### config.mk
export PLATFORM = sky130hd
export DESIGN_NAME = phase_reset_sequencer
export DESIGN_NICKNAME = d
export VERILOG_FILES = /design/src/rtl/phase_seq_pkg.sv /design/src/rtl/phase_reset_sequencer_timer.sv /design/src/rtl/phase_reset_sequencer.sv
export SDC_FILE = /design/constraint.sdc
export NUM_CORES = 1
export LEC_CHECK = 0
export CORE_ASPECT_RATIO = 2
export CORE_UTILIZATION = 40
export CTS_BUF_LIST = sky130_fd_sc_hd__clkbuf_8
export CTS_CLUSTER_SIZE = 30
export DETAILED_ROUTE_END_ITERATION = 16
export GPL_TIMING_DRIVEN = 0
export PLACE_DENSITY_LB_ADDON = 0.15
export RECOVER_POWER = 100
export SYNTH_ARGS = -nofsm -noshare
export SYNTH_HDL_FRONTEND = slang
export SYNTH_SLANG_ARGS = --single-unit
### constraint.sdc
create_clock -name clk -period 2.76 [get_ports clk]
set_input_delay 0.414 -clock clk [delete_from_list [all_inputs] [get_ports clk]]
set_output_delay 0.414 -clock clk [all_outputs]
set_load 0.02 [all_outputs]
### src/rtl/phase_seq_pkg.sv
// Shared types and helpers for the phase reset sequencer: FSM states,
// phase-selection result and the enabled-phase search function.
package phase_seq_pkg;

    typedef enum logic [1:0] {STARTUP, RUN, HOLD, HALTED} state_t;

    localparam int MAX_PHASES = 32;
    localparam int SEL_W      = 5;

    typedef struct packed {
        logic             valid;
        logic             wrapped;
        logic [SEL_W-1:0] idx;
    } sel_t;

    function automatic int phase_idx_w(input int n);
        return (n > 1) ? $clog2(n) : 1;
    endfunction

    // wrap_flag=1: first enabled phase strictly above cur, else wrap to the lowest.
    // wrap_flag=0: lowest enabled phase (initial selection).
    function automatic sel_t next_enabled(input logic [MAX_PHASES-1:0] mask,
                                          input int cur, input logic wrap_flag);
        sel_t res;
        res = '0;
        for (int i = 0; i < MAX_PHASES; i++) begin
            if (!res.valid && mask[i] && (!wrap_flag || i > cur)) begin
                res.valid = 1'b1;
                res.idx   = SEL_W'(i);
            end
        end
        if (wrap_flag && !res.valid) begin
            for (int i = 0; i < MAX_PHASES; i++) begin
                if (!res.valid && mask[i]) begin
                    res.valid   = 1'b1;
                    res.wrapped = 1'b1;
                    res.idx     = SEL_W'(i);
                end
            end
        end
        return res;
    endfunction

endpackage

### src/rtl/phase_reset_sequencer_timer.sv
// Loadable down-counter shared by the STARTUP and HOLD intervals.
module seq_cycle_timer #(
    parameter int W    = 2,
    parameter int INIT = 1
) (
    input  logic         clk,
    input  logic         reset,
    input  logic         load,
    input  logic [W-1:0] load_val,
    input  logic         dec,
    output logic         zero
);

    logic [W-1:0] count;

    always_ff @(posedge clk) begin
        if (reset) begin
            count <= W'(INIT);
        end else if (load) begin
            count <= load_val;
        end else if (dec && count != '0) begin
            count <= count - W'(1);
        end
    end

    // High on the edge whose decrement brings the count to zero.
    assign zero = dec && (count == W'(1));

endmodule

### src/rtl/phase_reset_sequencer.sv
// Releases one compute unit at a time from reset, re-asserting all resets for a
// hold interval between phases, until halt, the iteration limit or a config error.
module phase_reset_sequencer
    import phase_seq_pkg::*;
#(
    parameter int NUM_PHASES     = 2,
    parameter int STARTUP_CYCLES = 2,
    parameter int HOLD_CYCLES    = 4,
    parameter int MAX_ITER       = 0,
    parameter int ITER_W         = 16
) (
    input  logic                                 clk,
    input  logic                                 reset,
    input  logic [NUM_PHASES-1:0]                phase_mask,
    input  logic [NUM_PHASES-1:0]                phase_done,
    input  logic                                 halt,
    output logic [NUM_PHASES-1:0]                unit_reset,
    output logic [phase_idx_w(NUM_PHASES)-1:0]   cur_phase,
    output logic [ITER_W-1:0]                    iter_count,
    output logic                                 running,
    output logic                                 done,
    output logic                                 err
);

    localparam int PW   = phase_idx_w(NUM_PHASES);
    localparam int TMAX = (STARTUP_CYCLES > HOLD_CYCLES) ? STARTUP_CYCLES : HOLD_CYCLES;
    localparam int TW   = $clog2(TMAX + 1);

    state_t                state, state_next;
    logic [NUM_PHASES-1:0] unit_reset_next;
    logic [PW-1:0]         cur_phase_next;
    logic [ITER_W-1:0]     iter_next, iter_inc;
    logic                  running_next, done_next, err_next;
    logic                  tmr_load, tmr_dec, tmr_zero;
    sel_t                  sel;

    seq_cycle_timer #(
        .W    (TW),
        .INIT (STARTUP_CYCLES)
    ) u_timer (
        .clk      (clk),
        .reset    (reset),
        .load     (tmr_load),
        .load_val (TW'(HOLD_CYCLES)),
        .dec      (tmr_dec),
        .zero     (tmr_zero)
    );

    always_ff @(posedge clk) begin
        if (reset) begin
            state      <= STARTUP;
            unit_reset <= '1;
            cur_phase  <= '0;
            iter_count <= '0;
            running    <= 1'b0;
            done       <= 1'b0;
            err        <= 1'b0;
        end else begin
            state      <= state_next;
            unit_reset <= unit_reset_next;
            cur_phase  <= cur_phase_next;
            iter_count <= iter_next;
            running    <= running_next;
            done       <= done_next;
            err        <= err_next;
        end
    end

    always_comb begin
        state_next      = state;
        unit_reset_next = unit_reset;
        cur_phase_next  = cur_phase;
        iter_next       = iter_count;
        running_next    = running;
        done_next       = done;
        err_next        = err;
        tmr_load        = 1'b0;
        tmr_dec         = 1'b0;
        iter_inc        = (iter_count == '1) ? iter_count : iter_count + ITER_W'(1);
        sel             = next_enabled(MAX_PHASES'(phase_mask), int'(cur_phase), state == HOLD);

        unique case (state)
            STARTUP, HOLD: begin
                tmr_dec = 1'b1;
                if (halt) begin
                    state_next      = HALTED;
                    unit_reset_next = '1;
                    running_next    = 1'b0;
                    done_next       = 1'b1;
                end else if (tmr_zero) begin
                    if (!sel.valid) begin
                        state_next      = HALTED;
                        unit_reset_next = '1;
                        running_next    = 1'b0;
                        done_next       = 1'b1;
                        err_next        = 1'b1;
                    end else if (sel.wrapped && MAX_ITER != 0 && iter_inc == ITER_W'(MAX_ITER)) begin
                        // Final pass complete: stop instead of releasing again.
                        iter_next       = iter_inc;
                        state_next      = HALTED;
                        unit_reset_next = '1;
                        running_next    = 1'b0;
                        done_next       = 1'b1;
                    end else begin
                        if (sel.wrapped) begin
                            iter_next = iter_inc;
                        end
                        state_next      = RUN;
                        unit_reset_next = ~(NUM_PHASES'(1) << sel.idx);
                        cur_phase_next  = PW'(sel.idx);
                        running_next    = 1'b1;
                    end
                end
            end
            RUN: begin
                if (halt) begin
                    state_next      = HALTED;
                    unit_reset_next = '1;
                    running_next    = 1'b0;
                    done_next       = 1'b1;
                end else if (phase_done[cur_phase]) begin
                    state_next      = HOLD;
                    unit_reset_next = '1;
                    running_next    = 1'b0;
                    tmr_load        = 1'b1;
                end
            end
            HALTED: begin
                unit_reset_next = '1;
                running_next    = 1'b0;
                done_next       = 1'b1;
            end
            default: begin
                state_next = HALTED;
            end
        endcase
    end

endmodule

# --- Word level (Yosys, flattened, before mapping) ---
# Cells that the tools add are included.
op_classes:
  eq_ne: 9
  n_lt_le_gt_ge: 2
  shifts: 1
  n_reduce_logical: 25
  add_sub_neg: 2
  muxes: 38
  bitwise_logic: 4
op_table:
  columns: ["operator", "count"]
  rows:
  - ["2-to-1 mux 7 bit", 4]
  - ["2-to-1 mux 2 bit", 10]
  - ["2-to-1 mux 1 bit", 18]
  - ["adder 16 x 1 -> 16 bit (second input constant)", 1]
  - ["equality test 16 bit (second input constant)", 1]
  - ["!= test 3 bit (second input constant)", 3]
  - ["logical AND 1 bit", 8]
  - ["AND reduction 4 bit", 2]
  - ["2-to-1 mux 3 bit", 2]
  - ["case mux 1 bit (3 select lines)", 2]
  - ["case mux 2 bit (3 select lines)", 1]
  - ["AND reduction 3 bit", 2]
  - ["AND reduction 6 bit", 1]
  - ["<< shifter 1 x 5 -> 2 bit (first input constant)", 1]
  - ["equality test 2 bit (second input constant)", 2]
  - ["zero test 1 bit", 4]
  - ["case mux 2 bit (2 select lines)", 1]
  - ["nonzero test 2 bit", 2]
  - ["OR reduction 2 bit", 2]
  - ["equality test 3 x 1 -> 1 bit (second input constant)", 1]
  - ["NOT 1 bit", 3]
  - ["nonzero test 3 bit", 1]
  - ["subtractor 3 x 1 -> 3 bit (second input constant)", 1]
  - ["equality test 2 x 1 -> 1 bit (second input constant)", 1]
  - ["7 further kinds", 7]
totals:
  wordCells: 90
  inputBits: 7
  output_inout_bits: 22
  ff_bits: 27

# --- Logic depth before layout (Yosys ltp) ---
# Gate-level depths: netlist of the first run.
depth:
  ltp_word: 22
  mapped_depth: 8
  mapped_depth_nobuf: 8

# --- Cells and area by module ---
# Synthesis of the first run repeated with hierarchy kept, for this count alone.
hier_totals:
  cells_unflattened: 171
  area_unflattened_um2: 1496.4
modules_own_cells:
  columns: ["module", "cells_each", "area_each_um2", "instances"]
  rows:
  - ["phase_reset_sequencer", 148, 1296.2, 1]
  - ["seq_cycle_timer", 23, 200.2, 1]

# --- Least setup slack after synthesis of the first run ---
# Ideal clock, no wire load.
synth_timing:
  path_kind: "reg2reg"
  start: "register iter_count[0]"
  end: "register iter_count[9]"
  slack_ps: 614
  setup_time_ps: 128
  required_ps: 2632
  arrival_ps: 2019
  path_stages_with_launch: 7
  cell_sequence: "dfxtp_1 ha_1 nand4_1 nor4_2 and4bb_1 xnor2_1 nor2_1"
synth_via:
  elab_chain_cells: 3
synth_rtl:
  columns: ["element", "line_no", "text"]
  rows:
  - ["start: declaration", "phase_reset_sequencer.sv:19", "output logic [ITER_W-1:0] iter_count,"]
  - ["start signal: assignment", "phase_reset_sequencer.sv:62", "iter_count <= iter_next;"]
  - ["parallel branches: the longest is 3 deep, another holds adder 16 x 1 -> 16 bit", null, null]
# Parallel ways; which one is timed is not known.
# A chain may end at the register's enable or synchronous reset.

# --- Final worst setup path of the first run ---
layout_timing:
  start: "input port halt"
  end: "register iter_count[7]"
layout_via:
  elab_chain_cells: 2
layout_rtl:
  columns: ["element", "line_no", "text"]
  rows:
  - ["start: declaration", "phase_reset_sequencer.sv:16", "input logic halt,"]
  - ["NOT 1 bit (no source line)", null, null]
  - ["AND reduction 6 bit (no source line)", null, null]
# Every way passes these cells.

==> results.py, run 1 <==
metrics = {
    "run_status": {
        "status": "finished with violations",
        "violations": "design-rule violations",
    },
    "critical_path": {
        "crit_buf_inv": 2,
        "crit_type": "primary input to flop",
        "cp.required_ps": 2910,
        "cp_max_fo": 7,
        "crit_slowest_cell": "dlygate4sd3_1",
        "worst_setup_path_start_kind": "primary input",
        "critPathTopFamily": "simple AND/OR/NAND/NOR gates",
        "end_kind": "flop",
        "crit_chain": "dlygate4sd3_1 > nor4b_4 > or4b_1 > buf_4 > nor4_1 > xnor2_1 > nor2_1",
        "worstPathArrival_ps": 2620,
        "slowest_delay_ps": 640,
    },
    "logic_synthesis": {
        "yosysSeqAreaShare_pct": 38.3,
        "synth_edf_count": 0,
        "netlist_area_um2": 1410,
        "synthFlopType": "dfxtp_1",
        "avgSynthCellArea_um2": 9.22,
        "synth-seq-cells": 27,
        "syn_inst": 153,
        "ys_types": 43,
        "ys_warn_count": 0,
        "syn_nets": 164,
        "async_reset_ff_share_pct": 0,
    },
    "floorplan": {
        "dieHeight_um": 86.0,
        "start_util_pct": 41.8,
        "num_io_pins": 29,
        "core_area_um2": 3380,
        "fp.dieW_um": 44,
        "row_count": 30,
        "dieArea_um2": 3780,
    },
    "sta": {
        "rsz0062_at_grt": "no",
        "fin_crit_ps": 2460,
        "setup_viol": 0,
        "fin_setup_tns_ps": 0,
        "tightestPinTransition_ps": 656,
        "finClkSkew_ps": 2.46,
        "fmax_mhz": 406,
        "fin_crit_sh_pct": 89.3,
        "maxSlewHeadroom_pct": 55.9,
        "hold_viol_final": 0,
        "maxSlewViolCount": 0,
    },
    "routing": {
        "drc": 1,
        "antenna_left": 0,
        "routed_wl_um": 3240,
        "routed_via_density": 5.64,
        "dr.pass1.iters": 10,
        "initialDrtViolationCount": 10,
        "via_count": 1218,
        "routedWlPerCell_um": 15.0,
    },
    "place": {
        "hpwl_um": 2490,
        "place_congestion": 0.839,
        "portBuffers": 27,
        "post_dp_cell_area_um2": 1720,
    },
    "power": {
        "leakagePower_nw": 0.628,
        "peakVddDrop_mv": 0.289,
        "powerDensity_nw_per_um2": 451,
    },
    "clocking": {
        "ctsHoldBuffers": 0,
        "cts_sinks": 27,
        "htree_levels": 1,
        "post-cts-setup-buffers": 0,
        "cts_tree": "yes",
        "clkTransAtPathRegs_ps": 90,
        "root_buffer": "clkbuf_8",
        "numCtsBuffers": 3,
        "ctsResizeCount": 0,
        "clock_latency_ps": 270,
        "clockBufferDepth": 2,
    },
    "finish": {
        "antennaDiodeCount": 0,
        "fin_area_um2": 1730,
        "fill_cells": 342,
        "final_common_cell": "dfxtp_1",
        "area_growth_pct": 22.4,
        "drive_gt1_share_pct": 5.43,
        "final_cell_mix": "27 x dfxtp_1, 25 x dlygate4sd3_1, 24 x nor2_1",
        "nNetsFinal": 196,
    },
    "worst_hold_path": {
        "hold_path_class": "flop to flop",
    },
    "global_route": {
        "antenna_found_initial": 0,
        "grt_max_degree": 15,
        "grt_pass1_vias": 1176,
        "grt_usage_pct": 18.2,
        "grt-ovfl-total": 0,
        "grt_pass1_wl_um": 5220,
    },
    "job": {
        "maxCapViolCount": 0,
    },
}
==> report_power, final <==
| group | switching, mW | internal [mW] | total [mW] |
|---|---|---|---|
| Sequential | 0.0170 | 0.410 | 0.427 |
| Clock | 0.122 | 0.0997 | 0.222 |
| Combinational | 0.0710 | 0.0586 | 0.130 |
==> final cells by class <==
type                            instances  area (um2)  area share, %
Clock inverter                          1        3.75          0.217
Clock buffer                            3        41.3           2.39
Tap cell                               32        40.0           2.32
Timing Repair Buffer                   27         270           15.6
Multi-Input combinational cell        114         776           44.9
Inverter                                7        26.3           1.52
Buffer                                  5        30.0           1.74
Sequential cell                        27         541           31.3
==> state kept, by name (all words and copies together), names as in the netlist <==
register and flops:
iter_count 16, u_timer.count 3, state 2, unit_reset 2, cur_phase 1, done 1, err 1, running 1
==> cells by family (layout without fill, tap and decap cells) <==
group / count (synthesis) / in the layout / share of synthesized area [%]
and+or+nand+nor: 71 / 71 / 33.2
muxes: 2 / 2 / 1.51
buffers and inverters: 12 / 43 / 3.99
adders and majority gates: 4 / 4 / 3.55
DFF: 27 / 27 / 38.3
xor gates and xnor gates: 12 / 12 / 7.45
AOI/OAI and AO/OA: 25 / 25 / 12.0
==> through the flow <==
stage | power (mW) | std cells | util, % | setup WS, ps | hold slack [ps]
3_5_place_dp | 0.570 | 212 | 51.0 | 208 | 475
2_1_floorplan | 0.530 | 153 | - | 614 | 507
5_1_grt | 0.828 | 216 | 51.1 | 177 | 522
4_1_cts | 0.791 | 216 | 52.3 | 397 | 499
3_3_place_gp | 0.562 | 212 | 51.0 | 169 | 463
6_report | 0.779 | 216 | 51.1 | 296 | 481
==> worst paths after layout <==
check                                      from                          to  slack (ps)  depth (start not counted)
setup / recovery                           halt  iter_count[7]$_SDFFE_PP0P_         300                          7
hold / removal                 err$_SDFFE_PP0P_            err$_SDFFE_PP0P_         480                          2
setup reg to reg  u_timer.count[0]$_SDFFE_PP0P_  iter_count[7]$_SDFFE_PP0P_         540                          7
hold reg to reg                err$_SDFFE_PP0P_            err$_SDFFE_PP0P_         480                          2
==> metal layers <==
layer | GRT usage (%) | vias to the layer above | wire length [um]
li1 | - | 608 | -
met1 | 18.2 | 579 | 1250
met2 | 35.6 | 27 | 1850
met3 | 1.89 | 4 | 95
met4 | 7.16 | 0 | 40
met5 | 0 | - | 0
==> worst register-to-register path, cell delays in order (launching register included) <==
cell and delay, ps:
dfxtp_1 380, ha_1 200, nor4b_4 340, or4b_1 480
buf_4 190, nor4_1 310, xnor2_1 170, nor2_1 50
==> Yosys cell counts, types with 2 or more instances <==
library cell / number / share of area, %
o21ai_0: 6 / 2.1
a2111oi_0: 2 / 1.2
nand3_1: 2 / 0.71
xor2_1: 3 / 1.9
or3_1: 5 / 2.2
nor3_1: 4 / 1.4
dfxtp_1: 27 / 38
nor4b_4: 3 / 5.1
nand2_1: 6 / 1.6
inv_1: 7 / 1.9
nor2b_1: 2 / 0.89
nor2_1: 24 / 6.4
clkbuf_1: 3 / 0.80
nor4_2: 2 / 1.8
ha_1: 4 / 3.5
nand4_1: 6 / 2.7
and2_1: 2 / 0.89
nand2b_1: 5 / 2.2
a21oi_1: 8 / 2.8
xnor2_1: 9 / 5.6
Power figures use the tool's default switching activity.
==> run 2, diff against run 1 <==
ABC_AREA = 1   (was default)
==> run 2 against run 1 <==
Compared with the run above:
- the flow now finishes without violations
- register-to-register slack improved by 350 ps
- synthesized area rose by 14%
- final cell count rose by 44%
- fmax rose by 18%
- global-route usage rose by 1.5 points
- first-iteration DRC count rose by 70%
- critical endpoint is now iter_count[10]$_SDFFE_PP0P_
==> results.py, run 2 <==
metrics = {
    "run_status": {
        "status": "finished, final reports clean",
    },
    "finish": {
        "final_cell_mix": "69 x nand2_1, 28 x nor2_1, 27 x dfxtp_1",
        "area_growth_pct": 20.5,
        "largest_register_ffs": 16,
        "layoutNonFillerInstCount": 310,
        "antennaDiodeCount": 0,
        "final_util_pct": 50.6,
        "reg_top3": "iter_count: 16 flops, u_timer.count: 3 flops",
        "drive_gt1_share_pct": 8.88,
        "final_common_cell": "nand2_1",
        "largest-register": "iter_count",
        "nNetsFinal": 271,
    },
    "critical_path": {
        "slowest_delay_ps": 590,
        "crit_chain": "dlygate4sd3_1 > nor2_1 > nor2_4 > nand2_1 > nor2_8 > nor2b_1 > buf_6 > nand2_1 > a21oi_2",
        "crit_type": "primary input to flop",
        "end_kind": "flop",
        "r2r_start": "iter_count[1]$_SDFFE_PP0P_",
        "crit_buf_inv": 2,
        "critPathMostFrequentCell": "nand2_1",
        "critPathTopFamily": "simple AND/OR/NAND/NOR gates",
        "crit_slowest_cell": "dlygate4sd3_1",
        "worstPathArrival_ps": 2290,
        "cp.required_ps": 2960,
        "regToRegEndpoint": "iter_count[2]$_SDFFE_PP0P_",
        "regToRegSetupSlack_ps": 890,
        "ff2ff_path_depth": 10,
        "worst_setup_path_start_kind": "primary input",
        "cp_max_fo": 10,
    },
    "clocking": {
        "cts_tree": "yes",
        "post-cts-setup-buffers": 0,
        "clkTransAtPathRegs_ps": 90,
        "cts_sinks": 27,
        "ctsResizeCount": 0,
        "ctsHoldBuffers": 0,
        "clock_latency_ps": 270,
        "clockBufferDepth": 2,
        "root_buffer": "clkbuf_8",
        "htree_levels": 1,
        "numCtsBuffers": 3,
    },
    "logic_synthesis": {
        "synth_common_cells": "66 x nand2_1, 28 x nor2_1, 27 x dfxtp_1",
        "synth.largest_area_cell": "dfxtp_1",
        "avgSynthCellArea_um2": 7.07,
        "netlist_area_um2": 1610,
        "synth.area.top_cells": "dfxtp_1 34%, nand2_1 15%, nor2_1 6.5%, inv_1 5.6%, a21oi_2 5.4%",
        "synthFlopType": "dfxtp_1",
        "async_reset_ff_share_pct": 0,
        "synth_top_area_share_pct": 33.5,
        "syn_nets": 239,
        "synth-seq-cells": 27,
        "ys_types": 28,
        "yosysSeqAreaShare_pct": 33.5,
        "ys_warn_count": 0,
        "synth.most_common_cell": "nand2_1",
        "syn_inst": 228,
        "synth_edf_count": 0,
    },
    "routing": {
        "dr.pass1.iters": 4,
        "routed_wl_um": 3760,
        "drc": 0,
        "initialDrtViolationCount": 17,
        "routedWlPerCell_um": 12.1,
        "via_count": 1480,
        "antenna_left": 0,
        "routed_via_density": 4.77,
    },
    "global_route": {
        "grt_usage_pct": 19.8,
        "grt_pass1_wl_um": 6140,
        "grt_max_degree": 15,
        "grt_pass1_vias": 1393,
        "antenna_found_initial": 0,
        "grt-ovfl-total": 0,
    },
    "power": {
        "powerDensity_nw_per_um2": 383,
        "p_total_uw": 745,
        "leakagePower_nw": 0.832,
        "peakVddDrop_mv": 0.221,
    },
    "sta": {
        "setup_viol": 0,
        "finClkSkew_ps": 2.74,
        "maxSlewHeadroom_pct": 57.2,
        "fin_crit_ps": 2090,
        "fmax_mhz": 479,
        "maxSlewViolCount": 0,
        "fin_setup_tns_ps": 0,
        "rsz0062_at_grt": "no",
        "hold_viol_final": 0,
        "fin_crit_sh_pct": 75.7,
        "tightestPinTransition_ps": 642,
    },
    "place": {
        "hpwl_um": 2980,
        "portBuffers": 27,
        "dp.cells": 306,
        "place_congestion": 0.816,
    },
    "floorplan": {
        "dieHeight_um": 91.8,
        "dieArea_um2": 4310,
        "fp.dieW_um": 46.9,
        "core_area_um2": 3840,
        "start_util_pct": 42.0,
        "num_io_pins": 29,
        "row_count": 32,
    },
    "worst_hold_path": {
        "hold_path_class": "flop to flop",
        "hold_path_end": "err$_SDFFE_PP0P_",
        "hold_depth": 2,
        "hold_path_startpoint": "err$_SDFFE_PP0P_",
    },
    "job": {
        "maxCapViolCount": 0,
    },
}
==> run 2: metal layers <==
| layer | vias to the layer above | routed length (um) | track usage (%) |
|---|---|---|---|
| met4 | 0 | 80 | 8.33 |
| met2 | 26 | 2150 | 37.4 |
| li1 | 789 | - | - |
| met3 | 6 | 86 | 1.77 |
| met1 | 659 | 1440 | 19.8 |
| met5 | - | 0 | 0 |
==> run 2: cell type report <==
cell class	count	area, um2
Timing Repair Buffer	27	270
Tap cell	51	63.8
Multi-Input combinational cell	170	886
Inverter	27	104
Sequential cell	27	541
Fill cell	434	1900
Clock buffer	3	41.3
Clock inverter	1	3.75
Buffer	4	33.8
==> run 2: cell families after synthesis <==
| kind of cell | share of synthesized area (%) |
|---|---|
| compound gates | 13.0 |
| flops | 33.5 |
| buf+inv | 8.53 |
| xor+xnor | 3.26 |
| fa+ha+maj | 3.10 |
| simple gates | 38.6 |
==> run 2: worst max path at each step <==
| stage | from | to | depth (start not counted) |
|---|---|---|---|
| after CTS | iter_count[2]$_SDFFE_PP0P_ | iter_count[2] | 1 |
| after floorplan | iter_count[1]$_SDFFE_PP0P_ | iter_count[14]$_SDFFE_PP0P_ | 10 |
| after detailed placement | phase_mask[1] | iter_count[7]$_SDFFE_PP0P_ | 9 |
| final | phase_mask[1] | iter_count[10]$_SDFFE_PP0P_ | 9 |
| after global routing | halt | iter_count[12]$_SDFFE_PP0P_ | 10 |
| after global placement | phase_mask[1] | iter_count[7]$_SDFFE_PP0P_ | 9 |
==> run 2: worst reg2reg max path, cell delays in order, from the launching register on <==
cell and delay [ps]:
dfxtp_1 420, ha_1 320, inv_2 70, nor2_4 150, nand2_4 80, nor2_8 120, inv_4 50, nand2_1 200
buf_8 180, nand2_1 50, a21oi_1 140
==> run 2: where the power goes <==
| group | switching (mW) | internal (mW) |
|---|---|---|
| clock | 0.118 | 0.0996 |
| combinational | 0.0657 | 0.0425 |
| sequential | 0.0120 | 0.407 |
==> run 2: stage by stage <==
step,setup WS (ps),instance area (um2),hold WS (ps)
3_3_place_gp,688,1950,437
2_1_floorplan,1100,1610,460
3_5_place_dp,695,1950,447
5_1_grt,499,1940,486
6_report,671,1940,452
4_1_cts,936,1990,462
==> run 3, diff against run 2 <==
clock period = 1.8 ns   (was 2.76 ns; I/O delays follow)
==> run 3 against run 2 <==
Compared with the run above:
- final cell count unchanged
- worst hold slack worse by 21 ps
- sequential share of layout area down 0.67 points
- design area up 2.7%
- clock power up 53%
- sequential power up 54%
- global-route usage unchanged
- critical endpoint is now iter_count[6]
- largest power group unchanged
==> results.py, run 3 (same netlist as run 2, synthesis figures left out) <==
metrics = {
    "run_status": {
        "status": "finished, final reports clean",
    },
    "critical_path": {
        "worstPathArrival_ps": 1430,
        "worst_setup_path_start_kind": "flop",
        "crit_buf_inv": 1,
        "crit_slowest_cell": "dlygate4sd3_1",
        "critPathTopFamily": "buffers and inverters",
        "crit_type": "flop to primary output",
        "crit_chain": "dlygate4sd3_1",
        "slowest_delay_ps": 710,
        "cp_max_fo": 5,
        "end_kind": "primary output",
        "cp.required_ps": 1530,
    },
    "worst_hold_path": {
        "hold_path_class": "primary input to flop",
    },
    "power": {
        "peakVddDrop_mv": 0.342,
        "leakagePower_nw": 0.837,
        "powerDensity_nw_per_um2": 575,
    },
    "sta": {
        "finClkSkew_ps": 4.04,
        "rsz0062_at_grt": "no",
        "tightestPinTransition_ps": 721,
        "maxSlewViolCount": 0,
        "fin_crit_sh_pct": 94.7,
        "hold_viol_final": 0,
        "fmax_mhz": 587,
        "holdWs_ps": 432,
        "maxSlewHeadroom_pct": 51.9,
        "setup_viol": 0,
        "fin_crit_ps": 1700,
    },
    "finish": {
        "final_cell_mix": "66 x nand2_1, 28 x nor2_1, 26 x dfxtp_1",
        "nNetsFinal": 271,
        "largest-register": "iter_count",
        "fill_cells": 423,
        "largest_register_ffs": 16,
        "reg_top3": "iter_count: 16 flops, u_timer.count: 3 flops",
        "final_common_cell": "nand2_1",
        "fin_area_um2": 2000,
        "drive_gt1_share_pct": 12.7,
        "antennaDiodeCount": 0,
        "area_growth_pct": 23.7,
    },
    "place": {
        "portBuffers": 27,
        "hpwl_um": 2980,
        "post_dp_cell_area_um2": 1950,
        "place_congestion": 0.816,
    },
    "clocking": {
        "cts_tree": "yes",
        "cts_sinks": 27,
        "clockBufferDepth": 2,
        "ctsHoldBuffers": 0,
        "post-cts-setup-buffers": 0,
        "clkTransAtPathRegs_ps": 90,
        "numCtsBuffers": 3,
        "clock_latency_ps": 270,
        "htree_levels": 1,
        "root_buffer": "clkbuf_8",
    },
    "routing": {
        "dr.max_layer_used": "met4",
        "drc": 0,
        "wl_met3_um": 92,
        "routed_via_density": 4.75,
        "via_count": 1474,
        "dr.pass1.iters": 6,
        "initialDrtViolationCount": 20,
        "routedWlPerCell_um": 12.0,
        "routed_wl_um": 3730,
        "antenna_left": 0,
        "met2_wirelength_um": 2160,
        "wirelength_met1_um": 1420,
    },
    "floorplan": {
        "core_area_um2": 3840,
        "dieHeight_um": 91.8,
        "num_io_pins": 29,
        "dieArea_um2": 4310,
        "row_count": 32,
        "fp.dieW_um": 46.9,
        "start_util_pct": 42.0,
    },
    "global_route": {
        "grt_usage_pct": 19.8,
        "grt_pass1_wl_um": 6140,
        "grt_max_degree": 15,
        "grt-ovfl-total": 0,
        "antenna_found_initial": 0,
        "grt_pass1_vias": 1393,
    },
    "job": {
        "maxCapViolCount": 0,
    },
}
run 3: cell count changes in the layout (fill, tap and decap cells not counted), moves of 3 or more:
cell / previous run / this run
a21oi_1: 11 / 7
a21oi_2: 6 / 10
clkdlybuf4s50_1: 3 / 7
dlygate4sd3_1: 24 / 20
nand2_1: 69 / 66
run 3: worst register-to-register path, delay by kind of cell (launching register included):
kind / cells / cell delay, ps
and+or+nand+nor: 5 / 510
DFF: 1 / 430
buffers and inverters: 3 / 270
AOI/OAI and AO/OA: 1 / 130
adders and majority gates: 1 / 290
run 3: power by group:
part           leakage, nW  total, mW  switching, mW  internal, mW
registers            0.220      0.644         0.0183         0.626
logic                0.591      0.172          0.104        0.0676
clock network       0.0269      0.332          0.180         0.153
total                0.837       1.15          0.302         0.846
run 3: layer usage:
metal,track usage (%),vias up
met5,0,-
met4,8.33,0
met3,1.77,4
met2,37.4,28
met1,19.8,654
li1,-,788
run 3: area by class of cell:
type                            count  area, um2  area share, %
Buffer                              4       33.8           1.69
Inverter                           27        104           5.20
Clock buffer                        3       41.3           2.07
Sequential cell                    27        542           27.1
Tap cell                           51       63.8           3.20
Multi-Input combinational cell    170        937           47.0
Timing Repair Buffer               27        270           13.5
Clock inverter                      1       3.75          0.188
run 3: final timing paths:
check | from | endpoint | slack [ps] | depth (start not counted)
worst max-delay path | iter_count[6]$_SDFFE_PP0P_ | iter_count[6] | 100 | 1
worst min-delay path | reset | iter_count[15]$_SDFFE_PP0P_ | 430 | 2
worst max register to register | iter_count[1]$_SDFFE_PP0P_ | iter_count[10]$_SDFFE_PP0P_ | 110 | 10
worst min register to register | err$_SDFFE_PP0P_ | err$_SDFFE_PP0P_ | 450 | 2
run 3: repair_timing:
| action | CTS | global route |
|---|---|---|
| setup endpoints to repair | 0 | 9 |
| gates resized for setup | 0 | 2 |
| hold endpoints to repair | 0 | 0 |
run 3: stage by stage:
step	setup slack [ps]	cells	power (mW)	setup TNS (ps)	util, %
2_1_floorplan	141	228	0.781	0	-
3_3_place_gp	-128	306	0.829	-1080	50.7
3_5_place_dp	-121	306	0.834	-1090	50.7
4_1_cts	52.0	310	1.17	0	51.8
5_1_grt	13.4	310	1.22	0	51.9
6_report	95.5	310	1.15	0	51.9
